### src/rtl/sp_ram_burst_reader.sv
// Burst read initiator for the single-port word RAM: sequential reads out to a valid/ready stream.
// Optional XOR checksum of the streamed words is built when SP_RAM_BURST_CSUM_EN is defined.
module sp_ram_burst_reader #(
  parameter int RAM_SIZE   = 32768,
  parameter int ADDR_WIDTH = $clog2(RAM_SIZE),
  parameter int LEN_WIDTH  = ADDR_WIDTH + 1
) (
  input  logic                  clk,
  input  logic                  rst_i,
  input  logic                  req_valid_i,
  output logic                  req_ready_o,
  input  logic [ADDR_WIDTH-1:0] req_addr_i,
  input  logic [LEN_WIDTH-1:0]  req_len_i,
  input  logic                  abort_i,
  output logic                  ram_en_o,
  output logic [ADDR_WIDTH-1:0] ram_addr_o,
  output logic [31:0]           ram_wdata_o,
  output logic                  ram_we_o,
  output logic [3:0]            ram_be_o,
  input  logic [31:0]           ram_rdata_i,
  output logic                  data_valid_o,
  input  logic                  data_ready_i,
  output logic [31:0]           data_o,
  output logic                  data_last_o,
  output logic                  busy_o,
  output logic                  done_o,
  output logic [31:0]           csum_o
);

  typedef enum logic [1:0] {
    ST_IDLE,
    ST_RUN,
    ST_DRAIN
  } state_t;

  state_t                state_q, state_d;
  logic [ADDR_WIDTH-1:0] addr_q;
  logic [ADDR_WIDTH-1:0] next_addr;
  logic [LEN_WIDTH-1:0]  remaining_q;
  logic                  inflight_q;
  logic                  inflight_last_q;
  logic                  zero_done_q;

  // Two-entry output FIFO; a word arriving into an empty FIFO is presented directly.
  logic [31:0]           fifo_data [2];
  logic                  fifo_last [2];
  logic                  wr_ptr_q, rd_ptr_q;
  logic [1:0]            count_q;

  logic                  accept, issue, pop, push, bypass, flush, drain_done, last_issue;
  logic [2:0]            occ_after_pop;

  assign ram_wdata_o = 32'h0;
  assign ram_we_o    = 1'b0;
  assign ram_be_o    = 4'hF;

  assign req_ready_o  = (state_q == ST_IDLE) && !abort_i && !rst_i;
  assign accept       = req_valid_i && req_ready_o;
  assign busy_o       = (state_q != ST_IDLE);
  assign flush        = busy_o && abort_i;

  assign data_valid_o = (count_q != 2'd0) || inflight_q;
  assign data_o       = (count_q != 2'd0) ? fifo_data[rd_ptr_q] : ram_rdata_i;
  assign data_last_o  = (count_q != 2'd0) ? fifo_last[rd_ptr_q] : inflight_last_q;
  assign pop          = data_valid_o && data_ready_i;
  assign push         = inflight_q;
  assign bypass       = push && pop && (count_q == 2'd0);

  // Words held or owed to the FIFO once this cycle's pop is taken out.
  assign occ_after_pop = {1'b0, count_q} + {2'b0, inflight_q} - {2'b0, pop};
  assign issue         = (state_q == ST_RUN) && !abort_i && (occ_after_pop < 3'd2);
  assign last_issue    = issue && (remaining_q == LEN_WIDTH'(1));
  assign ram_en_o      = issue;
  assign ram_addr_o    = addr_q;
  assign next_addr     = (addr_q == ADDR_WIDTH'(RAM_SIZE - 1)) ? '0 : addr_q + ADDR_WIDTH'(1);

  assign drain_done    = (state_q == ST_DRAIN) && (count_q == 2'd0) && !inflight_q;
  assign done_o        = zero_done_q || (drain_done && !abort_i);

  // NOTE: every signal driven here gets a default first so no latch is inferred.
  always_comb begin
    state_d = state_q;
    unique case (state_q)
      ST_IDLE:  if (accept && (req_len_i != '0)) state_d = ST_RUN;
      ST_RUN: begin
        if (abort_i)         state_d = ST_IDLE;
        else if (last_issue) state_d = ST_DRAIN;
      end
      ST_DRAIN: if (abort_i || drain_done) state_d = ST_IDLE;
      default:  state_d = ST_IDLE;
    endcase
  end

  // NOTE: sequential state uses non-blocking assignments so all registers update together.
  always_ff @(posedge clk or posedge rst_i) begin
    if (rst_i) begin
      state_q         <= ST_IDLE;
      addr_q          <= '0;
      remaining_q     <= '0;
      inflight_q      <= 1'b0;
      inflight_last_q <= 1'b0;
      zero_done_q     <= 1'b0;
      wr_ptr_q        <= 1'b0;
      rd_ptr_q        <= 1'b0;
      count_q         <= 2'd0;
    end else begin
      state_q     <= state_d;
      zero_done_q <= accept && (req_len_i == '0);

      if (accept) begin
        addr_q      <= req_addr_i;
        remaining_q <= req_len_i;
      end else if (issue) begin
        addr_q      <= next_addr;
        remaining_q <= remaining_q - LEN_WIDTH'(1);
      end

      if (flush) begin
        inflight_q      <= 1'b0;
        inflight_last_q <= 1'b0;
        wr_ptr_q        <= 1'b0;
        rd_ptr_q        <= 1'b0;
        count_q         <= 2'd0;
      end else begin
        inflight_q      <= issue;
        inflight_last_q <= last_issue;
        if (push && !bypass)             wr_ptr_q <= ~wr_ptr_q;
        if (pop && (count_q != 2'd0))    rd_ptr_q <= ~rd_ptr_q;
        if (!bypass) count_q <= count_q + {1'b0, push} - {1'b0, pop};
      end
    end
  end

  // NOTE: FIFO storage is not reset; count_q alone decides which entries are meaningful.
  always_ff @(posedge clk) begin
    if (push && !bypass && !flush) begin
      fifo_data[wr_ptr_q] <= ram_rdata_i;
      fifo_last[wr_ptr_q] <= inflight_last_q;
    end
  end

`ifdef SP_RAM_BURST_CSUM_EN
  logic [31:0] csum_q;

  always_ff @(posedge clk or posedge rst_i) begin
    if (rst_i)                csum_q <= 32'h0;
    else if (accept)          csum_q <= 32'h0;
    else if (pop && !flush)   csum_q <= csum_q ^ data_o;
  end

  assign csum_o = csum_q;
`else
  assign csum_o = 32'h0;
`endif

endmodule

### config.mk
export PLATFORM = sky130hd
export DESIGN_NAME = sp_ram_burst_reader
export DESIGN_NICKNAME = d
export VERILOG_FILES = /design/src/rtl/sp_ram_burst_reader.sv
export SDC_FILE = /design/constraint.sdc
export NUM_CORES = 1
export LEC_CHECK = 0
export CAP_MARGIN = 20
export CORE_UTILIZATION = 40
export CTS_BUF_LIST = sky130_fd_sc_hd__clkbuf_4
export CTS_CLUSTER_DIAMETER = 80
export DETAILED_ROUTE_END_ITERATION = 12
export PLACE_DENSITY = 0.7
export SETUP_SLACK_MARGIN = 0.15
export SYNTH_ARGS = -nofsm -noshare
export SYNTH_HDL_FRONTEND = slang
export SYNTH_SLANG_ARGS = --single-unit
### constraint.sdc
create_clock -name clk -period 4 [get_ports clk]
set_clock_uncertainty 0.2 [all_clocks]
set_input_delay 0.4 -clock clk [delete_from_list [all_inputs] [get_ports clk]]
set_output_delay 0.4 -clock clk [all_outputs]
set_load 0.005 [all_outputs]
# == Yosys cells after proc, flatten, opt, wreduce, memory -nomap -nowiden ==
# Memory sizes are Yosys's and may differ from the RTL's.
# Index checks and enable logic that the tools add are counted.
# W data, S select, Z words.
# op_classes
muxes,22
add_sub_neg,6
bitwise_logic,2
reduce_logical,36
magnitude_cmp,1
n_eq_ne,8
# op_table
cell,n
$mux W15,3
$mux W16,2
$mux W32,1
$logic_and A1 B1 Y1,18
$eq A16 B1 Y1 const B,1
$logic_not A16 Y1,1
$reduce_bool A16 Y1,1
$sub A16 B1 Y16 const B,1
$add A15 B1 Y15 const B,1
$eq A15 B15 Y1 const B,1
$mux W2,6
$reduce_bool A2 Y1,5
$mux W1,9
$ne A2 B1 Y1 const B,3
$pmux W2 S3,1
$logic_not A1 Y1,5
$logic_not A2 Y1,2
$add A2 B1 Y3,1
$logic_or A1 B1 Y1,3
$lt A3 B2 Y1 const B,1
$ne A3 B3 Y1 const B,1
$reduce_and A3 Y1,1
$sub A3 B1 Y3,1
$add A2 B1 Y2,1
other kinds (4),5
# totals
inputBits,68
memories,2
mem_bits_rw,66
ff_bits,40
wordCells,86
output_inout_bits,122
# mem_list
name,depth,word_bits,rd,rd_clocked_by_memory_dff,wr,line_no,rtl
fifo_data,2,32,1,0,1,45,logic [31:0] fifo_data [2];
fifo_last,2,1,1,0,1,46,logic fifo_last [2];

# == Depth between registers and ports, before layout ==
# logic_depth
word_depth,10
mapped_depth,16
mapped_depth_nobuf,15

# == Least setup slack after synthesis ==
# OpenSTA, ideal clock, no wires.
# synth_path
path_type,register to register
from,reg state_q[1]
to,"mem fifo_data[0][0], enable pin"
setup_time_ns,0.423
n_path_buf,0
arrival_time_ns,2.616
period_less_slack_ns,3.239
path_slack_ns,0.761
required_time_ns,3.377
stages_incl_launch_ff,5
path_cell_list,dfrtp_1 > or2_2 > and2_1 > or2_2 > nor2_1
# synth_via
elab_chain_cells,6
# synth_lines
item,line_no,rtl
start: declaration,36,"state_t state_q, state_d;"
start signal: assignment,107,state_q <= state_d;
$reduce_bool A2 Y1,59,assign busy_o = (state_q != ST_IDLE);
named net busy_o,25,"output logic busy_o,"
$logic_and A1 B1 Y1,60,assign flush = busy_o && abort_i;
$logic_not A1 Y1,136,if (push && !bypass && !flush) begin
$logic_and A1 B1 Y1,136,
$mux W1,136,
$mux W1 (not written as such),137,fifo_data[wr_ptr_q] <= ram_rdata_i;
end: declaration,45,
# The timed path passes the listed nets, and every way through them passes these cells.

# == Final worst setup path ==
# layout_path
from,reg count_q[0]
to,out ram_en_o
# layout_via
elab_chain_cells,6
elab_cells_between_ends,7
classes_between,add/sub (2); order compare (1); reduce/logical (4)
# layout_lines
item,line_no,rtl
start: declaration,48,logic [1:0] count_q;
start signal: assignment,129,"if (!bypass) count_q <= count_q + {1'b0, push} - {1'b0, pop};"
"parallel branches: the longest is 3 deep, another holds $add A2 B1 Y3",n/a,
$sub A3 B1 Y3 *,70,"assign occ_after_pop = {1'b0, count_q} + {2'b0, inflight_q} - {2'b0, pop};"
$lt A3 B2 Y1 *,71,assign issue = (state_q == ST_RUN) && !abort_i && (occ_after_pop < 3'd2);
$logic_and A1 B1 Y1 *,71,
end: declaration,15,"output logic ram_en_o,"
# Mark *: on every way between the ends.

==> results.json <==
{
  "cts-hold-fix-buffers": 0,
  "ys.flop_type": "edfxtp_1",
  "num_vias": 3936,
  "grt_pass1_wl_um": 18500,
  "syn_inst": 507,
  "critPathLaunchType": "flop",
  "finalCritPeriodShare": 0.893,
  "maxSlewHeadroom": 0.301,
  "cp_cell_sequence": "or2_2 > nor2_2 > inv_1 > and2_1 > ha_1 > inv_1 > ha_1 > inv_1 > fa_1 > xnor2_1 > nand3_1 > inv_2 > clkbuf_2",
  "cts_tree": "yes",
  "synth_seq_cells": 106,
  "cts_buffers": 9,
  "finalSetupViolCount": 0,
  "num_antenna_cells": 0,
  "hold_viol": 0,
  "coreArea_sq_um": 13300,
  "fmax_ghz": 0.280,
  "grt-ovfl-total": 0,
  "power_switching_mw": 1.23,
  "pwr-share-seq": 0.444,
  "drive_gt1_frac": 0.0728,
  "crit_required_ps": 3400,
  "gr-usage-all-layers": 0.166,
  "yosysSeqAreaShare": 0.544,
  "fin_util": 0.512,
  "htree_levels": 3,
  "synth_area_leaders": "edfxtp_1, dfrtp_1, buf_4",
  "power.clock.fraction": 0.139,
  "tightest_slew_ps": 1050,
  "hold_class": "in2async",
  "hpwl_um": 8260,
  "avgRoutedWirePerCell_um": 14.5,
  "final_antenna_net_count": 0,
  "postSynthAreaPerCell_sq_um": 10.8,
  "cellPowerDensity_nw_per_um2": 516,
  "drc": 0,
  "start_util": 0.413,
  "die_h_um": 119,
  "port_buffers": 120,
  "peakVddDrop_v": 0.000233,
  "synth_top_area_share": 0.361,
  "critical_path.most_common_cell": "inv_1",
  "cts_buffer_depth": 2,
  "synthToLayoutAreaGrowth_pct": 24.0,
  "finalMaxSlewViolations": 0,
  "die_w_um": 119,
  "wl_um": 11700,
  "fin_setup_tns_ps": 0,
  "dr.pass1.iters": 4,
  "ys.warnings.count": 0,
  "synthArstFlopShare": 0.377,
  "status": "complete, no violations",
  "routed_via_density": 4.87,
  "synth_cell_types": 53,
  "nNetsFinal": 701,
  "grt_pass1_vias": 3807,
  "grt_antenna_before_repair": 0,
  "p_int_mw": 2.28,
  "clock_latency_ps": 470,
  "critical_path_arrival_ps": 2970,
  "synth_top_area_cell": "edfxtp_1",
  "leakagePower_nw": 2.63,
  "grt_setup_unrepaired": "no",
  "clockRootBuffer": "clkbuf_4",
  "fp-row-count": 42,
  "clkTransAtPathRegs_ps": 160,
  "grt_max_degree": 39,
  "gp_congestion": 0.809,
  "crit_type": "reg2out",
  "synthTopCellsByCount": "nand2_1, buf_4, edfxtp_1, o21ai_0, dfrtp_1",
  "dr.first_iter.drc_count": 188,
  "endpoint_kind": "output port",
  "min_period_ps": 3570,
  "netlist_area_sq_um": 5490,
  "yosysMostFrequentCell": "nand2_1",
  "design.die.area_sq_um": 14200,
  "worst_path_largest_cell_delay_ps": 420,
  "cts_sinks": 106,
  "maxCapViolCount": 0,
  "slowest_stage": "dfrtp_1",
  "worstPathMaxFanout": 3,
  "synth-edff-count": 66,
  "comb_power_share": 0.417,
  "switching_share": 0.350,
  "p_total_mw": 3.51,
  "io_pins": 190
}
==> final timing paths <==
check                                       to  depth (start not counted)  slack (ps)            start
worst max-delay path                  ram_en_o                         13         430       count_q[0]
worst min-delay path             ram_addr_o[5]                          2          30            rst_i
worst max register to register  remaining_q[5]                         16         490       count_q[0]
worst min register to register    fifo_last[0]                          0         300  inflight_last_q
max in group asynchronous       remaining_q[4]                          4        2860            rst_i
min in group clk                 ram_addr_o[8]                          3         280    req_addr_i[8]
==> worst max-delay path, delay by kind of cell, from the launching register on <==
| kind | cells | cell delay (ps) |
|---|---|---|
| buf+inv | 5 | 390 |
| xor+xnor | 1 | 160 |
| simple gates | 4 | 750 |
| fa+ha+maj | 3 | 770 |
| flops | 1 | 420 |
==> cells in the final DEF, fill, tap and decap left out, types with 3 or more instances in the layout <==
cell / Yosys / final
and2_1: 3 / 3
clkbuf_4: 0 / 9
nor2_4: 1 / 4
conb_1: 2 / 69
dfrtp_1: 40 / 38
nand3_1: 21 / 21
o311ai_0: 3 / 3
clkinvlp_4: 0 / 3
clkdlybuf4s50_1: 0 / 119
and3_1: 4 / 4
nor3_1: 6 / 6
or2_2: 3 / 3
a22oi_1: 4 / 4
ha_1: 5 / 5
xnor2_1: 6 / 6
nor4_1: 4 / 4
nor2_1: 20 / 16
a21oi_1: 8 / 8
buf_4: 69 / 10
mux2i_1: 34 / 34
o211ai_1: 13 / 13
o21ai_0: 46 / 46
inv_1: 13 / 13
o22ai_1: 3 / 3
edfxtp_1: 66 / 66
xor2_1: 4 / 4
nand2_1: 70 / 70
nand4_1: 4 / 4
==> routing by layer <==
metal / vias to the layer above / wire (um) / global-route usage
met5: - / 0 / 0
met4: 0 / 123 / 0.0665
met3: 10 / 778 / 0.0330
met2: 153 / 5740 / 0.273
met1: 1849 / 5070 / 0.214
li1: 1924 / - / -
==> kinds of logic after synthesis <==
| logic type | share of synthesized area |
|---|---|
| compound gates | 0.106 |
| xor+xnor | 0.0160 |
| fa+ha+maj | 0.0150 |
| buf+inv | 0.119 |
| flops | 0.544 |
| mux | 0.0620 |
| other cells | 0.00137 |
| simple gates | 0.137 |
==> repair_timing <==
item	in CTS	in global routing
buffers inserted	2	0
hold endpoints to repair	0	0
cloned	0	0
gates resized for setup	3	2
pin swaps	3	3
setup endpoints to repair	1	1
==> state kept, by name (all words and copies together) (netlist names) <==
name             cells
count_q              2
fifo_data           64
fifo_last            2
inflight_last_q      1
inflight_q           1
ram_addr_o          15
rd_ptr_q             1
remaining_q         16
state_q              2
wr_ptr_q             1
zero_done_q          1
==> stage by stage <==
| step | instance area, sq um | cells | hold WS (ps) | setup slack, ps |
|---|---|---|---|---|
| 2_1_floorplan | 5740 | 574 | 242 | 761 |
| 3_3_place_gp | 6640 | 789 | 256 | 588 |
| 3_5_place_dp | 6640 | 789 | 261 | 399 |
| 4_1_cts | 6780 | 807 | 244 | 227 |
| 5_1_grt | 6810 | 808 | 48.2 | 247 |
| 6_report | 6810 | 808 | 31.1 | 430 |
==> power by group through the flow <==
| stage | Sequential (mW) | Combinational [mW] | Clock, mW |
|---|---|---|---|
| after floorplan | 1.46 | 0.830 | 0 |
| after global placement | 1.58 | 1.41 | 0 |
| after detailed placement | 1.59 | 1.45 | 0 |
| after CTS | 1.56 | 1.48 | 0.511 |
| after global routing | 1.58 | 1.62 | 0.540 |
| final | 1.56 | 1.47 | 0.486 |
==> layout make-up <==
type / instances / area (sq um)
Timing Repair Buffer: 131 / 1300
Inverter: 14 / 52.6
Sequential cell: 106 / 2990
Clock buffer: 9 / 67.6
Multi-Input combinational cell: 365 / 2130
Fill cell: 1203 / 6490
Tap cell: 176 / 220
Clock inverter: 7 / 52.6
No activity file was read; power rests on OpenSTA's default activity.
